`config.mk`:
```
export PLATFORM = sky130hd
export DESIGN_NAME = itch_message_encoder
export DESIGN_NICKNAME = d
export VERILOG_FILES = /design/src/rtl/itch_message_encoder.sv
export SDC_FILE = /design/constraint.sdc
export NUM_CORES = 1
export LEC_CHECK = 0
export CORE_MARGIN = 3
export CORE_UTILIZATION = 52
export DETAILED_ROUTE_END_ITERATION = 7
export GPL_TIMING_DRIVEN = 0
export PLACE_DENSITY = 0.81
export SYNTH_ARGS = -nofsm -noshare
export SYNTH_HDL_FRONTEND = slang
export SYNTH_SLANG_ARGS = --single-unit
export TNS_END_PERCENT = 30
```
`constraint.sdc`:
```
create_clock -name clk -period 3.2 [get_ports clk]
set_clock_uncertainty 0.05 [all_clocks]
set_input_delay 0.32 -clock clk [delete_from_list [all_inputs] [get_ports clk]]
set_output_delay 0.32 -clock clk [all_outputs]
set_load 0.01 [all_outputs]
```
`src/rtl/itch_message_encoder.sv`:
```
// Serialises one ITCH 5.0 message per accepted command into a big-endian byte stream.
// Supports types A, X, D, U, E and P. Any other type is accepted, dropped and flagged on cmd_reject.
//
// state | meaning
// IDLE  | cmd_ready=1, waiting for a command
// SEND  | streaming bytes 0..len-1 of the latched message
// GAP   | holding valid_out low for GAP_CYCLES cycles after the last byte
module itch_message_encoder #(
  parameter int GAP_CYCLES = 1
) (
  input  logic        clk,
  input  logic        rst,
  input  logic        cmd_valid,
  output logic        cmd_ready,
  input  logic [7:0]  cmd_type,
  input  logic [15:0] cmd_locate,
  input  logic [15:0] cmd_tracking,
  input  logic [47:0] cmd_timestamp,
  input  logic [63:0] cmd_order_ref,
  input  logic [63:0] cmd_new_ref,
  input  logic [7:0]  cmd_side,
  input  logic [31:0] cmd_shares,
  input  logic [31:0] cmd_price,
  input  logic [63:0] cmd_stock,
  input  logic [63:0] cmd_match_id,
  output logic [7:0]  byte_out,
  output logic        valid_out,
  input  logic        out_ready,
  output logic        cmd_reject,
  output logic        msg_done
);

  typedef enum logic [1:0] {IDLE, SEND, GAP} state_t;

  localparam logic [7:0] T_ADD      = 8'h41;  // 'A'
  localparam logic [7:0] T_CANCEL   = 8'h58;  // 'X'
  localparam logic [7:0] T_DELETE   = 8'h44;  // 'D'
  localparam logic [7:0] T_REPLACE  = 8'h55;  // 'U'
  localparam logic [7:0] T_EXECUTED = 8'h45;  // 'E'
  localparam logic [7:0] T_TRADE    = 8'h50;  // 'P'

  localparam logic [3:0] GAP_LOAD = (GAP_CYCLES > 0) ? 4'(GAP_CYCLES - 1) : 4'd0;

  state_t      state;
  logic [5:0]  idx_q;
  logic [5:0]  last_idx_q;
  logic [3:0]  gap_cnt_q;

  logic [7:0]  type_q;
  logic [15:0] locate_q;
  logic [15:0] tracking_q;
  logic [47:0] timestamp_q;
  logic [63:0] order_ref_q;
  logic [63:0] new_ref_q;
  logic [7:0]  side_q;
  logic [31:0] shares_q;
  logic [31:0] price_q;
  logic [63:0] stock_q;
  logic [63:0] match_id_q;

  function automatic logic is_supported(input logic [7:0] t);
    return (t == T_ADD) || (t == T_CANCEL) || (t == T_DELETE) ||
           (t == T_REPLACE) || (t == T_EXECUTED) || (t == T_TRADE);
  endfunction

  function automatic logic [5:0] last_index(input logic [7:0] t);
    logic [5:0] li;
    case (t)
      T_ADD:      li = 6'd35;
      T_CANCEL:   li = 6'd22;
      T_DELETE:   li = 6'd18;
      T_REPLACE:  li = 6'd34;
      T_EXECUTED: li = 6'd30;
      T_TRADE:    li = 6'd43;
      default:    li = 6'd0;
    endcase
    return li;
  endfunction

  // Whole message left-aligned in a 44-byte vector; byte i sits at bits [351-8i -: 8].
  logic [151:0] header;
  logic [351:0] msg_vec;
  logic [351:0] msg_shifted;
  logic [5:0]   next_idx;
  logic [7:0]   next_byte;

  always_comb begin
    header = {type_q, locate_q, tracking_q, timestamp_q, order_ref_q};
    msg_vec = '0;
    case (type_q)
      T_ADD:      msg_vec = {header, side_q, shares_q, stock_q, price_q, 64'd0};
      T_CANCEL:   msg_vec = {header, shares_q, 168'd0};
      T_DELETE:   msg_vec = {header, 200'd0};
      T_REPLACE:  msg_vec = {header, new_ref_q, shares_q, price_q, 72'd0};
      T_EXECUTED: msg_vec = {header, shares_q, match_id_q, 104'd0};
      T_TRADE:    msg_vec = {header, side_q, shares_q, stock_q, price_q, match_id_q};
      default:    msg_vec = '0;
    endcase
  end

  assign next_idx    = idx_q + 6'd1;
  assign msg_shifted = msg_vec << {next_idx, 3'b000};
  assign next_byte   = msg_shifted[351:344];

  always_ff @(posedge clk) begin
    if (rst) begin
      state       <= IDLE;
      cmd_ready   <= 1'b1;
      valid_out   <= 1'b0;
      byte_out    <= 8'd0;
      cmd_reject  <= 1'b0;
      msg_done    <= 1'b0;
      idx_q       <= 6'd0;
      last_idx_q  <= 6'd0;
      gap_cnt_q   <= 4'd0;
      type_q      <= 8'd0;
      locate_q    <= 16'd0;
      tracking_q  <= 16'd0;
      timestamp_q <= 48'd0;
      order_ref_q <= 64'd0;
      new_ref_q   <= 64'd0;
      side_q      <= 8'd0;
      shares_q    <= 32'd0;
      price_q     <= 32'd0;
      stock_q     <= 64'd0;
      match_id_q  <= 64'd0;
    end else begin
      cmd_reject <= 1'b0;
      msg_done   <= 1'b0;
      case (state)
        IDLE: begin
          if (cmd_valid && cmd_ready) begin
            if (is_supported(cmd_type)) begin
              type_q      <= cmd_type;
              locate_q    <= cmd_locate;
              tracking_q  <= cmd_tracking;
              timestamp_q <= cmd_timestamp;
              order_ref_q <= cmd_order_ref;
              new_ref_q   <= cmd_new_ref;
              side_q      <= cmd_side;
              shares_q    <= cmd_shares;
              price_q     <= cmd_price;
              stock_q     <= cmd_stock;
              match_id_q  <= cmd_match_id;
              idx_q       <= 6'd0;
              last_idx_q  <= last_index(cmd_type);
              byte_out    <= cmd_type;  // byte 0 is always the type
              valid_out   <= 1'b1;
              cmd_ready   <= 1'b0;
              state       <= SEND;
            end else begin
              cmd_reject <= 1'b1;
            end
          end
        end
        SEND: begin
          if (out_ready) begin
            if (idx_q == last_idx_q) begin
              valid_out <= 1'b0;
              byte_out  <= 8'd0;
              msg_done  <= 1'b1;
              if (GAP_CYCLES == 0) begin
                state     <= IDLE;
                cmd_ready <= 1'b1;
              end else begin
                gap_cnt_q <= GAP_LOAD;
                state     <= GAP;
              end
            end else begin
              idx_q    <= next_idx;
              byte_out <= next_byte;
            end
          end
        end
        GAP: begin
          if (gap_cnt_q == 4'd0) begin
            state     <= IDLE;
            cmd_ready <= 1'b1;
          end else begin
            gap_cnt_q <= gap_cnt_q - 4'd1;
          end
        end
        default: begin
          state     <= IDLE;
          cmd_ready <= 1'b1;
          valid_out <= 1'b0;
        end
      endcase
    end
  end

endmodule
```
## After elaboration in Yosys (flattened, before gate mapping)

Index checks and enable logic that the tools add are counted.

| word-level totals | value |
|---|---|
| register bits after elaboration | 446 |
| latch bits | 0 |
| memory bits (writable) | 0 |
| ROM bits | 0 |
| logic and storage cells | 102 |
| memories kept | 0 |

| cells by class | value |
|---|---|
| add/sub/neg operators | 2 |
| multipliers | 0 |
| divide/modulo/power cells | 0 |
| magnitude comparators | 0 |
| equal/unequal tests | 22 |
| shift operators | 1 |
| multiplexer cells | 33 |
| bitwise gates (word level) | 5 |
| reductions and logical operators | 19 |

Operators with widths:

| operator | number |
|---|---|
| case mux 352 bit (6 select lines) | 1 |
| left shift 352 x 9 -> 352 bit | 1 |
| == test 8 x 7 -> 1 bit (second input constant) | 12 |
| case mux 6 bit (6 select lines) | 1 |
| 2-to-1 mux 8 bit | 4 |
| 2-to-1 mux 6 bit | 4 |
| case mux 8 bit (2 select lines) | 1 |
| AND reduction 5 bit | 3 |
| inequality test 2 bit (second input constant) | 7 |
| 2-to-1 mux 4 bit | 3 |
| case mux 6 bit (2 select lines) | 1 |
| AND reduction 4 bit | 3 |
| 2-to-1 mux 2 bit | 5 |
| 2-to-1 mux 1 bit | 9 |
| case mux 4 bit (2 select lines) | 1 |
| adder 6 x 1 -> 6 bit (second input constant) | 1 |
| == test 6 bit | 1 |
| case mux 1 bit (3 select lines) | 2 |
| case mux 2 bit (3 select lines) | 1 |
| OR reduction 3 bit | 2 |
| logical OR 1 bit | 5 |
| NOT 1 bit | 5 |
| zero test 4 bit | 1 |
| nonzero test 2 bit | 2 |
| 6 further kinds | 6 |

## Depth between registers and ports, before layout

| depth | value |
|---|---|
| depth after elaboration | 9 |
| gate-level depth with buffers | 11 |

## Worst setup path after synthesis

Ideal clock, no wire load.

| path | value |
|---|---|
| path type | flip-flop to flip-flop |
| start | reg idx_q[1] |
| end | reg byte_out[6] |
| data arrival time | 2,325 ps |
| data required time | 3,025 ps |
| setup slack | 700 ps |
| stages on the path, launching flop included | 11 |
| path buffers | 4 |
| clock period less this slack | 2,500 ps |
| path through | dfxtp_1 ha_1 buf_2 buf_2 buf_2 buf_1 mux4_2 a21oi_1 o21ai_0 a31oi_1 a31oi_1 |

| on the way | value |
|---|---|
| cells in the longest elaborated chain, start to end | 5 |

Ends and longest elaborated chain:

| element | RTL line | RTL |
|---|---|---|
| from (decl) | 45 | `logic [5:0] idx_q;` |
| from (signal assigned) | 170 | `idx_q <= next_idx;` |
| adder 6 x 1 -> 6 bit | 101 | `assign next_idx = idx_q + 6'd1;` |
| left shift 352 x 9 -> 352 bit | 102 | `assign msg_shifted = msg_vec << {next_idx, 3'b000};` |
| 2-to-1 mux 8 bit * | 158 | `if (idx_q == last_idx_q) begin` |
| 2-to-1 mux 8 bit * | 157 | `if (out_ready) begin` |
| case mux 8 bit (2 select lines) * | 130 | `case (state)` |
| to (signal assigned) | 147 | `byte_out <= cmd_type;` |
| to (signal assigned) | 171 | `byte_out <= next_byte;` |
| to (decl) | 26 | `output logic [7:0] byte_out,` |

Mark *: on every way between the ends. The rest lies on a longest branch, timed or not. The select of a mux whose other input is x is not followed.
A chain may end at the register's enable or synchronous reset.

## Final worst setup path

| path | value |
|---|---|
| start | reg type_q[1] |
| end | reg byte_out[2] |

| on the way | value |
|---|---|
| cells in the longest elaborated chain, start to end | 6 |

Ends and longest elaborated chain:

| element | RTL line | RTL |
|---|---|---|
| from (decl) | 49 | `logic [7:0] type_q;` |
| from (signal assigned) | 134 | `type_q <= cmd_type;` |
| == test 8 x 7 -> 1 bit | 90 | `case (type_q)` |
| case mux 352 bit (6 select lines) * | 90 |  |
| left shift 352 x 9 -> 352 bit * | 102 |  |
| 2-to-1 mux 8 bit * | 158 |  |
| 2-to-1 mux 8 bit * | 157 |  |
| case mux 8 bit (2 select lines) * | 130 |  |

Marked as above.

==> flow_summary.yaml <==
run_status:
  outcome: "complete, but fails checks"
  failed_checks: "design-rule violations, negative setup slack"
logic_synthesis:
  yosysWarningCount: 0
  synth_seq_area_share_pct: 42.5
  synthesis.area_um2: 21000
  synth_edf_count: 0
  syn_nets: 3086
  synthDistinctLibCells: 78
  ys_seq_elements: 446
  syn_area_per_cell_um2: 7.88
  async_flop_share_pct: 0
  synthCells: 2664
  synth_ff_type: "dfxtp_1"
worst_setup_path:
  cpLargestDelayFamily: "compound AO/OA/AOI/OAI gates"
  cp_data_arrival_time_ps: 3740
  worstPathRequired_ps: 3650
  path_cells: "nor3_4 -> buf_4 -> nand3_1 -> o2bb2ai_1 -> a21oi_1 -> a2111oi_0 -> a211oi_1 -> a211oi_2"
  worstPathBufferInverterCount: 1
  crit_fanout: 9
  crit_slowest_cell: "a2111oi_0"
  slowest_delay_ps: 730
  cp-start-kind: "flop"
  end_kind: "flop"
  path_class: "reg -> reg"
finish:
  design_area_um2: 27900
  drive_gt1_share_pct: 11.5
  synthToLayoutAreaGrowth_pct: 32.9
  nFillCells: 2803
  nets: 3563
  final_cell_mix: "nand2_1, a21oi_1, dfxtp_1"
  layout_commonest_cell: "nand2_1"
timing:
  hold_viol_final: 0
  max_clock_freq_ghz: 0.304
  min_period_over_period_pct: 103
  setup_viol: 7
  slew_viol_final: 0
  setup_ws_ps: -88.3
  final.setup.tns_ps: -309
  holdWs_ps: 30.4
  slew_headroom_pct: 9.67
  tightest_slew_ps: 1350
  fin_crit_ps: 3290
drt:
  routed-via-count: 24600
  finalWirelength_um: 109000
  vias_per_cell: 6.67
  drc: 5
  drtIter0Drc: 3851
  wire_per_inst_um: 29.5
  ant_nets: 0
  drtPass1Iterations: 8
floorplanning:
  ioPinCount: 432
  initial_core_util_pct: 53.4
  die-area_um2: 42800
  coreArea_um2: 39300
  row_count: 72
  die_h_um: 207
  fp.dieW_um: 207
power:
  fin_total_pwr_uw: 12000
  p_leak_uw: 0.00920
  irDropWorstVdd_mv: 0.392
  powerDensity_nw_per_um2: 429
place:
  post-dp-hpwl_um: 82300
  io_buffers: 428
  gp_congestion: 1.18
  placed_cell_area_um2: 25900
global_route:
  grt_usage_pct: 48.9
  antenna_found_initial: 5
  grt_max_degree: 20
  grt-ovfl-total: 0
  grt_pass1_vias: 23700
  grt_pass1_wl_um: 152000
flow_run:
  drv_cap: 0
clock_tree:
  cts.path.max_buffers: 3
  cts_sinks: 446
  cts_tree: "built"
  cts-buffers-inserted: 44
  root_buffer: "clkbuf_16"
  path_clk_slew_ps: 60
  htreeDepth: 2
  clock_latency_ps: 590
hold_path:
  min_path_type: "in -> reg"
## kinds of logic (layout without fill, tap and decap cells)
logic type / Yosys count / count (layout) / share of synthesized area, %
AO/OA/AOI/OAI: 740 / 740 / 21.3
multiplexers: 111 / 111 / 8.27
flip-flops: 446 / 446 / 42.5
adder cells (fa/ha/maj): 3 / 3 / 0.167
other: 0 / 1 / 0
buffers and inverters: 243 / 754 / 5.55
AND/OR/NAND/NOR: 1101 / 1101 / 21.2
XOR/XNOR: 20 / 20 / 0.942
## timing repair
action                                  4_1_cts  5_1_grt
endpoints found under the setup margin        8        8
resized for setup                            76       49
buffers inserted                              2        3
hold buffers                                  0        0
pin swaps                                     3        1
## power by group
| part | internal (uW) | switching, uW |
|---|---|---|
| Sequential | 5590 | 39.4 |
| Combinational | 524 | 343 |
| Clock | 3130 | 2350 |
## path summary, 6_finish.rpt
check / to / slack (ps) / from / cells past startpoint
worst min register to register: price_q[23] / 410 / price_q[23] / 2
worst min-delay path: type_q[3] / 30 / cmd_type[3] / 3
worst max-delay path: byte_out[2] / -90 / type_q[1] / 8
worst max register to register: byte_out[2] / -90 / type_q[1] / 8
## worst min-delay path: stages
cell and delay, ps:
buf_2 160, nand2_1 80, a21oi_1 50
## flip-flops by register name, summed over array words and instances, names as in the netlist, 6 cells and up
register	count
locate_q	16
last_idx_q	6
price_q	32
stock_q	64
tracking_q	16
byte_out	8
timestamp_q	48
new_ref_q	64
match_id_q	64
order_ref_q	64
idx_q	6
shares_q	32
side_q	8
type_q	8
## cells in the mapped netlist (5+ instances only)
cell | instances | area share [%]
nor2_1 | 60 | 1.1
dfxtp_1 | 446 | 43
buf_2 | 97 | 2.3
inv_1 | 15 | 0.27
nand2_1 | 925 | 17
a311oi_1 | 7 | 0.29
o22ai_1 | 7 | 0.21
and3_1 | 7 | 0.21
and2_1 | 5 | 0.15
o2bb2ai_1 | 8 | 0.33
mux4_2 | 46 | 4.9
a21oi_1 | 476 | 11
mux2_2 | 39 | 2.1
nand3_1 | 28 | 0.67
clkbuf_1 | 90 | 1.6
nand4_1 | 13 | 0.39
xor2_1 | 10 | 0.42
a211oi_1 | 16 | 0.57
nor4_1 | 11 | 0.33
or3_1 | 6 | 0.18
o211ai_1 | 8 | 0.29
buf_1 | 6 | 0.11
a221o_1 | 24 | 1.1
a222oi_1 | 5 | 0.24
a31oi_1 | 17 | 0.51
a2111oi_0 | 9 | 0.38
xnor2_1 | 7 | 0.29
nor3_1 | 17 | 0.41
mux2i_1 | 26 | 1.2
a22oi_1 | 29 | 1.0
buf_4 | 33 | 1.2
o21ai_0 | 35 | 0.83
a221oi_1 | 39 | 1.6
## per-stage QoR
| stage | setup slack, ps | utilization, % | cells |
|---|---|---|---|
| 2_1_floorplan | 700 | - | 2664 |
| 3_3_place_gp | -1300 | 66.0 | 3610 |
| 3_5_place_dp | -1220 | 66.0 | 3610 |
| 4_1_cts | 2.24 | 70.5 | 3691 |
| 5_1_grt | -18.5 | 71.0 | 3693 |
| 6_report | -88.3 | 71.0 | 3694 |
## cell type report
class,instances,area (um^2),share of cell area [%]
Sequential cell,446,8930,32.0
Multi-Input combinational cell,1975,11200,40.1
Timing Repair Buffer,433,4320,15.5
Antenna cell,1,2.50,0.00897
Clock buffer,57,1220,4.37
Inverter,16,60.1,0.215
Tap cell,518,648,2.32
Buffer,225,1230,4.43
Clock inverter,23,295,1.06
## routing by layer
metal  wire length (um)  global-route usage (%)
met2              45800                    73.4
met3              15500                    15.8
met5                 41                       0
met4               8530                    30.2
met1              39200                    61.2
Note: power is estimated with default switching activity, not from simulation.
